--- config.mk ---
export PLATFORM = sky130hd
export DESIGN_NAME = adc_spi_responder
export DESIGN_NICKNAME = d
export VERILOG_FILES = /design/src/rtl/adc_spi_responder.sv
export SDC_FILE = /design/constraint.sdc
export NUM_CORES = 1
export LEC_CHECK = 0
export ABC_CLOCK_PERIOD_IN_PS = 4100
export BUFFER_PORTS_ARGS = -buffer_cell sky130_fd_sc_hd__clkbuf_2
export CAP_MARGIN = 20
export CORE_ASPECT_RATIO = 1.25
export CORE_MARGIN = 5
export CORE_UTILIZATION = 54
export CTS_CLUSTER_SIZE = 24
export DETAILED_ROUTE_END_ITERATION = 8
export PLACE_DENSITY = 0.82
export SYNTH_ARGS = -nofsm -noshare
export SYNTH_HDL_FRONTEND = slang
export SYNTH_SLANG_ARGS = --single-unit
--- constraint.sdc ---
create_clock -name clk -period 4.1 [get_ports clk]
set_input_delay 0.82 -clock clk [delete_from_list [all_inputs] [get_ports clk]]
set_output_delay 0.82 -clock clk [all_outputs]
set_load 0.05 [all_outputs]
--- src/rtl/adc_spi_responder.sv ---
// adc_spi_responder: MCP3008-style SPI ADC responder, serial bus oversampled in the clk domain.
module adc_spi_responder #(
  parameter int SYNC_STAGES = 2
) (
  input  logic        clk,
  input  logic        rst,
  input  logic        ad_clk,
  input  logic        cs,
  input  logic        din,
  input  logic [79:0] ch_data,
  output logic        dout,
  output logic        dout_oe,
  output logic        conv_valid,
  output logic [2:0]  conv_ch,
  output logic        conv_sgl
);
  typedef enum logic [2:0] {IDLE, WAIT_START, CONFIG, NULL_BIT, DATA, TAIL} state_t;
  state_t state;
  logic [SYNC_STAGES-1:0] clk_s, cs_s, din_s;
  logic ad_rise, ad_fall, cs_rise, cs_fall, d;
  logic [2:0] cfg, sel_p, sel_n;
  logic [3:0] cnt;
  logic [9:0] shreg, in_p, in_n, value;
  always_ff @(posedge clk or posedge rst)
    if (rst) begin
      clk_s <= '0;
      cs_s  <= '0;
      din_s <= '0;
    end else begin
      clk_s <= {clk_s[SYNC_STAGES-2:0], ad_clk};
      cs_s  <= {cs_s[SYNC_STAGES-2:0], cs};
      din_s <= {din_s[SYNC_STAGES-2:0], din};
    end
  assign ad_rise = clk_s[SYNC_STAGES-2] & ~clk_s[SYNC_STAGES-1];
  assign ad_fall = ~clk_s[SYNC_STAGES-2] & clk_s[SYNC_STAGES-1];
  assign cs_rise = cs_s[SYNC_STAGES-2] & ~cs_s[SYNC_STAGES-1];
  assign cs_fall = ~cs_s[SYNC_STAGES-2] & cs_s[SYNC_STAGES-1];
  // din taken one stage later than the edge: it has been stable well before the ad_clk rise
  assign d = din_s[SYNC_STAGES-1];
  assign sel_p = {cfg[1:0], d};
  assign sel_n = {cfg[1:0], ~d};
  assign in_p = ch_data[10*sel_p +: 10];
  assign in_n = ch_data[10*sel_n +: 10];
  assign value = cfg[2] ? in_p : (in_p >= in_n ? in_p - in_n : 10'd0);
  always_ff @(posedge clk or posedge rst)
    if (rst) begin
      state      <= IDLE;
      dout       <= 1'b0;
      dout_oe    <= 1'b0;
      conv_valid <= 1'b0;
      conv_ch    <= 3'd0;
      conv_sgl   <= 1'b0;
      shreg      <= 10'd0;
      cfg        <= 3'd0;
      cnt        <= 4'd0;
    end else begin
      conv_valid <= 1'b0;
      if (cs_rise) begin
        state   <= IDLE;
        dout    <= 1'b0;
        dout_oe <= 1'b0;
      end else if (cs_fall) begin
        state   <= WAIT_START;
        dout    <= 1'b0;
        dout_oe <= 1'b1;
      end else begin
        case (state)
          WAIT_START: if (ad_rise && d) begin
            state <= CONFIG;
            cnt   <= 4'd0;
          end
          CONFIG: if (ad_rise) begin
            cfg <= {cfg[1:0], d};
            cnt <= cnt + 4'd1;
            if (cnt == 4'd3) begin
              shreg      <= value;
              conv_valid <= 1'b1;
              conv_ch    <= sel_p;
              conv_sgl   <= cfg[2];
              state      <= NULL_BIT;
            end
          end
          NULL_BIT: if (ad_fall) begin
            dout  <= 1'b0;
            cnt   <= 4'd0;
            state <= DATA;
          end
          DATA: if (ad_fall) begin
            dout  <= shreg[9];
            shreg <= {shreg[8:0], 1'b0};
            cnt   <= cnt + 4'd1;
            if (cnt == 4'd9) state <= TAIL;
          end
          TAIL: if (ad_fall) dout <= 1'b0;
          default: ;
        endcase
      end
    end
endmodule
==> results of run 1 <==
state kept, by name (all words and copies together), names as in the netlist:
| signal | count |
|---|---|
| cfg | 3 |
| clk_s | 2 |
| cnt | 4 |
| conv_ch | 3 |
| conv_sgl | 1 |
| conv_valid | 1 |
| cs_s | 2 |
| din_s | 2 |
| dout | 1 |
| dout_oe | 1 |
| shreg | 10 |
| state | 3 |
cells in the final DEF, fill, tap and decap left out, types with 8 or more instances in the layout:
cell,count
ha_1,14
mux2i_1,14
nand2_1,15
a21oi_1,11
mux4_2,40
nor2b_1,9
dfrtp_1,31
nor2_1,22
inv_1,14
clkbuf_2,91
mux2_2,10
a211oi_1,8
power groups by stage:
stage / registers [mW] / logic [mW] / clock network, mW
after CTS: 0.584 / 1.76 / 0.245
final: 0.587 / 1.75 / 0.237
after global routing: 0.609 / 1.94 / 0.262
after detailed placement: 0.590 / 1.75 / 0
after global placement: 0.583 / 1.69 / 0
after floorplan: 0.489 / 1.51 / 0
metrics by stage:
| step | util (%) | hold slack, ns |
|---|---|---|
| 2_1_floorplan | - | 0.331 |
| 3_3_place_gp | 63.2 | 0.337 |
| 3_5_place_dp | 63.2 | 0.341 |
| 4_1_cts | 64.5 | 0.357 |
| 5_1_grt | 64.5 | 0.381 |
| 6_report | 64.5 | 0.352 |
synthesized netlist by cell type (3+ instances only):
| library cell | instances |
|---|---|
| a211oi_1 | 8 |
| a21oi_1 | 11 |
| a221oi_2 | 6 |
| a31oi_1 | 4 |
| and3_1 | 3 |
| buf_2 | 12 |
| clkbuf_1 | 3 |
| dfrtp_1 | 33 |
| ha_1 | 14 |
| inv_1 | 14 |
| mux2_1 | 3 |
| mux2_2 | 10 |
| mux2_4 | 4 |
| mux2i_1 | 14 |
| mux4_2 | 40 |
| nand2_1 | 15 |
| nand2b_1 | 7 |
| nand3_1 | 6 |
| nor2_1 | 22 |
| nor2b_1 | 9 |
| nor3_1 | 4 |
| o21a_1 | 4 |
| o21ai_0 | 6 |
| o21ai_1 | 5 |
| o31ai_1 | 3 |
| xnor2_1 | 5 |
routing by layer:
layer / share of wire [%] / track usage, % / vias up
met1: 38 / 24.8 / 1428
met4: 1.5 / 5.33 / 0
met2: 57 / 40.6 / 72
met3: 3.6 / 3.47 / 14
met5: 0 / 0 / -
li1: - / - / 1361
path summary, 6_finish.rpt:
| kind | startpoint | end |
|---|---|---|
| max | din_s[1] | shreg[5] |
| min | din_s[0] | din_s[1] |
| max reg2reg | din_s[1] | shreg[5] |
| min reg2reg | din_s[0] | din_s[1] |
| max in group asynchronous | rst | din_s[1] |
| min in group asynchronous | rst | shreg[2] |
area by class of cell:
| type | instances | area [sq um] | area share (%) |
|---|---|---|---|
| multi-input cells | 236 | 2410 | 60.5 |
| flip-flops and latches | 33 | 828 | 20.8 |
| repair buffers | 97 | 500 | 12.6 |
| well taps | 85 | 106 | 2.67 |
| clock buffers | 6 | 72.6 | 1.82 |
| inverters | 14 | 52.6 | 1.32 |
| clock inverters | 2 | 10.0 | 0.252 |
cell families (layout without fill, tap and decap cells):
logic type,after synthesis,count (layout),synth area share (%)
AO/OA/AOI/OAI,63,63,13.8
XOR/XNOR,7,7,1.79
adder cells (fa/ha/maj),15,15,5.71
buffers and inverters,35,119,5.35
flip-flops,33,33,24.2
multiplexers,71,71,36.5
AND/OR/NAND/NOR,80,80,12.6
==> summary.md, run 1 <==
| Metric | Value |
|---|---|
| Final Critical Period | 3.65 ns |
| Crit path largest cell delay | 0.77 ns |
| Fin nets | 487 |
| GRT Residual Overflow | 0 |
| DR pass1 iterations | 4 |
| Post-synth top area cell | mux4_2 |
| CTS tree | built |
| Largest net degree at the start of global routing | 27 |
| Switch share | 45.8% |
| Hold path depth | 0 |
| Max-slew violations | 0 |
| Worst setup SP type | flop |
| Slew @ Worst Pin | 0.943 ns |
| Gr usage total | 21.6% |
| Pwr dens | 648 nW/um^2 |
| Design Power | 2.58 mW |
| Clock buffer depth | 2 |
| TritonCTS Sinks | 33 |
| Worst-path clk slew | 0.07 ns |
| Final setup fails | 0 |
| Clock skew | approximately 0.0048 ns |
| CTS H-Tree Depth | 2 |
| Required @ worst endpoint | 4.22 ns |
| Fmax | 274 MHz |
| Fin area | slightly below 4000 sq um |
| Worst Path Buf+Inv | 1 |
| RSZ-0062 raised after global routing | false |
| R2r setup slk | 0.45 ns |
| Global placement routability congestion | 0.851 |
| Combinational fraction of design power | 68.1% |
| CP top delay family | compound AO/OA/AOI/OAI gates |
| Setup bufs post-CTS | 0 |
| CP Capture Type | flop |
| CTS Hold Bufs | 0 |
| Top Ports | 92 |
| First-pass GRT wire length | 13800 um |
| Worst skew pair latency | 0.28 ns |
| N_diodes | 0 |
| Post-Synthesis Cells | 304 |
| Via density | 6.08 |
| Post-synth EDFFs | 0 |
| Area grow syn2layout | 16.4% |
| Post-CTS sizing | 0 |
| Register area share after synthesis | about 24% |
| Critical path arrival | approximately 3.8 ns |
| CTS Buf Count | 5 |
| Number of port buffers | a little over 90 |
| Synth Warn # | 0 |
| Post-Layout Cell Count | between 400 and 500 |
| DP Area | 3900 sq um |
| Crit path cell chain | buf_4 > mux4_2 > mux2_2 > ha_1 > a21oi_1 > a21oi_1 > a211oi_1 > o21ai_2 > a221oi_2 > a211oi_1 |
| Net Sw Power | roughly 1.2 mW |
| Maxcap violations | 0 |
| Num rows | 32 |
| Top area cells in the synthesized netlist | mux4_2, dfrtp_1, ha_1, mux2i_1, mux2_2 |
| Routed Antenna Nets | 0 |
| DRT Wirelength | about 8400 um |
| Crit-path max FO | 26 |
| Drt wl/cell | 17.7 um |
| CTS root buf | clkbuf_8 |
| Initial antenna violation count | 0 |
| WP depth | 10 |
| Die W | 81.2 um |
| Total number of vias | 2875 |
| Internal power | 1.40 mW |
| Static Leak | between 1.5 and 2 nW |
| WS Path Type | flop to flop |
| Clock share of power | 9.2% |
| DRC Markers | 0 |
| Share of layout cells above drive strength 1 | a little under half |
| Die Y-Extent | 98.9 um |
| Hpwl dp | roughly 6900 um |
| Initial DRC Count | 139 |
| Final hold violations | 0 |
| Worst hold path type | flop to flop |
| CP max stage cell | dfrtp_2 |
| Max_slew headroom | 37.1% |
| FILL cells | 506 |
| Ys flop type | dfrtp_1 |
| Synthesized Nets | just over 400 |
| R2R depth | 10 |
| DIE AREA | 8030 sq um |
| Worst Slack Setup Final | 0.453 ns |
| Register bit total from synthesis | 33 |
| Initial core utilization | 55.4% |
| VDD IR max | 0.426 mV |
| Sequential power share | 22.8% |
| Core Area | 6170 sq um |
| Placed Cells | 465 |
| Syn Std Cell Area | about 3400 sq um |
| Final worst path period share | 89.0% |
| Vias in the first global route | 3028 |
| Post-synth top area share | 26.4% |
| Pre-CTS WS | 0.373 ns |
| Outcome | finished clean |
| Distinct cells, synth | 58 |
| FFs w/ async S/R, synth | 100% |
| Setup TNS | 0 ns |
| Syn_area_per_cell | 11.2 sq um |
Power figures use the tool's default switching activity.
==> run 2: changes to the inputs <==
--- a/config.mk
+++ b/config.mk
@@ -5,14 +5,16 @@
 export SDC_FILE = /design/constraint.sdc
 export NUM_CORES = 1
 export LEC_CHECK = 0
+export ABC_AREA = 1
 export ABC_CLOCK_PERIOD_IN_PS = 4100
 export BUFFER_PORTS_ARGS = -buffer_cell sky130_fd_sc_hd__clkbuf_2
 export CAP_MARGIN = 20
 export CORE_ASPECT_RATIO = 1.25
 export CORE_MARGIN = 5
-export CORE_UTILIZATION = 54
+export CORE_UTILIZATION = 55
 export CTS_CLUSTER_SIZE = 24
 export DETAILED_ROUTE_END_ITERATION = 8
+export HOLD_SLACK_MARGIN = 0.12
 export PLACE_DENSITY = 0.82
 export SYNTH_ARGS = -nofsm -noshare
 export SYNTH_HDL_FRONTEND = slang
==> run 2 against run 1 <==
  * Utilization up 0.28 points
  * Fmax up 15%
  * First-iteration DRC count rose to 2.6 times the previous value
  * Critical endpoint is now shreg[0]
  * Die area up 4.5%
  * Global-route usage up 4.0 points
  * Combinational power up 37%
  * Clock power up 37%
  * Critical path depth up 6
==> summary.md, run 2 <==
| Metric | Value |
|---|---|
| Outcome | finished clean |
| Total number of vias | 4253 (+48%) |
| Final hold violations | 0 (unchanged) |
| Static Leak | 2.25 nW (+27%) |
| DRC Markers | 0 (unchanged) |
| Biggest registers after layout | shreg: 10 flops, cnt: 4 flops |
| Share of layout cells above drive strength 1 | 17.1% (-28 points) |
| Vias in the first global route | 4054 (+34%) |
| Net Sw Power | 1.72 mW (+46%) |
| CTS root buf | clkbuf_8 |
| N_diodes | 0 (unchanged) |
| CP top delay family | simple AND/OR/NAND/NOR gates |
| Top Ports | 92 (unchanged) |
| Syn Std Cell Area | 3660 sq um (+7.1%) |
| Syn_area_per_cell | 5.98 sq um (-47%) |
| Worst skew pair latency | 0.29 ns (about the same) |
| Initial antenna violation count | 0 (unchanged) |
| CTS H-Tree Depth | 2 (unchanged) |
| Worst setup SP type | flop |
| Hold path start | din_s[0] |
| First-pass GRT wire length | 18100 um (+31%) |
| Die Y-Extent | 101 um (+2.3%) |
| RR Startpoint | cfg[0] |
| Largest net degree at the start of global routing | 89 (+230%) |
| DIE AREA | 8390 sq um (+4.5%) |
| Post-synth top area cell | dfrtp_1 |
| Final setup fails | 0 (unchanged) |
| Register area share after synthesis | 22.6% (-1.6 points) |
| Final worst path period share | 77.5% (-11 points) |
| Number of port buffers | 91 (unchanged) |
| Crit path cell chain | clkinv_1 > a21oi_1 > o21ai_0 > nand3_1 > nand2_1 > ha_1 > fa_1 > inv_1 > nand2_1 > nand3_1 > nand2_1 > nand2_1 > nand2_1 > o21ai_0 > nand3_1 > nand2_1 |
| FFs w/ async S/R, synth | 100% (unchanged) |
| Critical path arrival | 3.41 ns (-0.36 ns) |
| RR Endpoint | shreg[0] |
| Fin nets | 779 (+60%) |
| Worst hold path type | flop to flop |
| Register bit total from synthesis | 33 (unchanged) |
| Pwr dens | 755 nW/um^2 (+16%) |
| Via density | 5.54 (-8.8%) |
| Num rows | 33 (+3.1%) |
| Initial core utilization | 56.1% (+0.66 points) |
| Post-synth EDFFs | 0 (unchanged) |
| Worst Path Buf+Inv | 2 (+1) |
| Synth Warn # | 0 (unchanged) |
| Final Critical Period | 3.18 ns (-0.469 ns) |
| Fmax | 315 MHz (+15%) |
| Setup TNS | 0 ns (unchanged) |
| Reg with most FFs | shreg |
| Clock share of power | 10.1% (+0.9 points) |
| Post-Synthesis Cells | 612 (+100%) |
| Gr usage total | 25.6% (+4.0 points) |
| Hpwl dp | 8170 um (+19%) |
| Post-synth top area share | 22.6% (-3.8 points) |
| CTS Hold Bufs | 0 (unchanged) |
| Min Hold Slack | 0.365 ns (+0.0134 ns) |
| Switch share | 54.1% (+8.2 points) |
| Slew @ Worst Pin | 0.715 ns (-0.227 ns) |
| Max-slew violations | 0 (unchanged) |
| Max_slew headroom | 52.0% (+15 points) |
| RSZ-0062 raised after global routing | false |
| Most common cell after layout, fill and taps aside | nand2_1 |
| R2R depth | 16 (+6) |
| Distinct cells, synth | 36 (-38%) |
| Worst-path clk slew | 0.07 ns (about the same) |
| Global placement routability congestion | 0.909 (+6.8%) |
| WS Path Type | flop to flop |
| Maxcap violations | 0 (unchanged) |
| GRT Residual Overflow | 0 (unchanged) |
| Most common cell in the synthesized netlist | nand2_1 |
| Synth cell count leaders | nand2_1, o21ai_0, inv_1, nand3_1, a21oi_1 |
| Hold path depth | 0 (unchanged) |
| Commonest cells after routing, fill and taps aside | nand2_1, o21ai_0, clkbuf_2 |
| Core Area | 6520 sq um (+5.8%) |
| Synthesized Nets | 712 (+76%) |
| R2r setup slk | 0.92 ns (+0.47 ns) |
| Top area cells in the synthesized netlist | dfrtp_1, nand2_1, o21ai_0, nand3_1, inv_1 |
| TritonCTS Sinks | 33 (unchanged) |
| Drt wl/cell | 13.8 um (-22%) |
| DR pass1 iterations | 5 (+1) |
| Post-CTS sizing | 0 (unchanged) |
| Largest register FFs | 10 (unchanged) |
| Die W | 83.0 um (+2.2%) |
| CTS tree | built |
| Crit path largest cell delay | 0.57 ns (-0.20 ns) |
| Storage cell area | 827 sq um (-0.15%) |
| DRT Wirelength | 10600 um (+26%) |
| Required @ worst endpoint | 4.33 ns (+0.11 ns) |
| Area grow syn2layout | 15.6% |
| Hold EP | din_s[1] |
| Sequential power share | 14.9% (-7.9 points) |
| Setup bufs post-CTS | 0 (unchanged) |
| Internal power | 1.47 mW (+4.9%) |
| CTS Buf Count | 5 (unchanged) |
| Multi-input logic area | 2380 sq um (-1.4%) |
| FILL cells | 649 (+28%) |
| Clock skew | 0.00419 ns (-0.000581 ns) |
| CP max stage cell | clkinv_1 |
| VDD IR max | 0.500 mV (+18%) |
| CP Capture Type | flop |
| Combinational fraction of design power | 75.0% (+6.9 points) |
| Crit-path max FO | 27 (+3.8%) |
| Ys flop type | dfrtp_1 |
| Clock buffer depth | 2 (unchanged) |
| Most used cell, CP | nand2_1 |
| Routed Antenna Nets | 0 (unchanged) |
| Initial DRC Count | 360 (+160%) |
run 2: changes by cell type after synthesis, moves of 40 or more:
cell | before | now
nand3_1 | 6 | 57
nand2_1 | 15 | 131
a21oi_1 | 11 | 53
inv_1 | 14 | 74
o21ai_0 | 6 | 97
mux4_2 | 40 | 0
run 2: worst max path at each step:
| stage | endpoint | depth (start not counted) | from | slack (ns) |
|---|---|---|---|---|
| global route | shreg[0] | 16 | cfg[0] | 0.51 |
| global placement | shreg[0] | 19 | ch_data[51] | 1.05 |
| finish | shreg[0] | 16 | cfg[0] | 0.92 |
| detailed placement | shreg[0] | 16 | cfg[0] | 0.96 |
| floorplan | shreg[0] | 19 | din_s[1] | 1.33 |
| CTS | shreg[0] | 16 | cfg[0] | 0.95 |
run 2: layer usage:
metal  up-vias  track usage [%]  wire (um)
met3        30             3.99        619
met2       167             47.0       5270
li1       2168                -          -
met4         0             9.81        325
met5         -                0          0
met1      1888             30.0       4380
run 2: stage by stage:
step	power, mW	setup WS (ns)	cell area (sq um)	instances	util (%)
6_report	3.19	0.922	4230	767	64.8
5_1_grt	3.56	0.514	4230	767	64.8
4_1_cts	3.17	0.952	4230	767	64.8
3_5_place_dp	2.83	0.959	4110	759	63.0
3_3_place_gp	2.79	1.05	4110	759	63.0
2_1_floorplan	2.32	1.33	3660	612	-
run 2: kinds of logic (layout without fill, tap and decap cells):
kind of cell               count (synthesis)  count (layout)  share of synthesized area [%]
xor gates and xnor gates                   5               5                           1.20
adders and majority gates                 15              15                           5.34
DFF                                       33              33                           22.6
AOI/OAI and AO/OA                        180             180                           26.4
and+or+nand+nor                          268             268                           32.0
buffers and inverters                    111             179                           12.5
run 2: cell type report:
| type | instances | area share [%] |
|---|---|---|
| clock inverter | 1 | 0.710 |
| tap | 87 | 2.57 |
| inverter | 75 | 6.66 |
| timing repair buffer | 96 | 12.3 |
| multi-input combinational | 468 | 56.2 |
| clock buffer | 7 | 2.04 |
| sequential | 33 | 19.6 |
run 2: power by group through the flow:
stage / logic (mW) / registers [mW] / clock network [mW]
5_1_grt: 2.73 / 0.489 / 0.339
3_3_place_gp: 2.31 / 0.477 / 0
3_5_place_dp: 2.35 / 0.480 / 0
4_1_cts: 2.36 / 0.476 / 0.325
2_1_floorplan: 1.84 / 0.482 / 0
6_report: 2.39 / 0.474 / 0.324
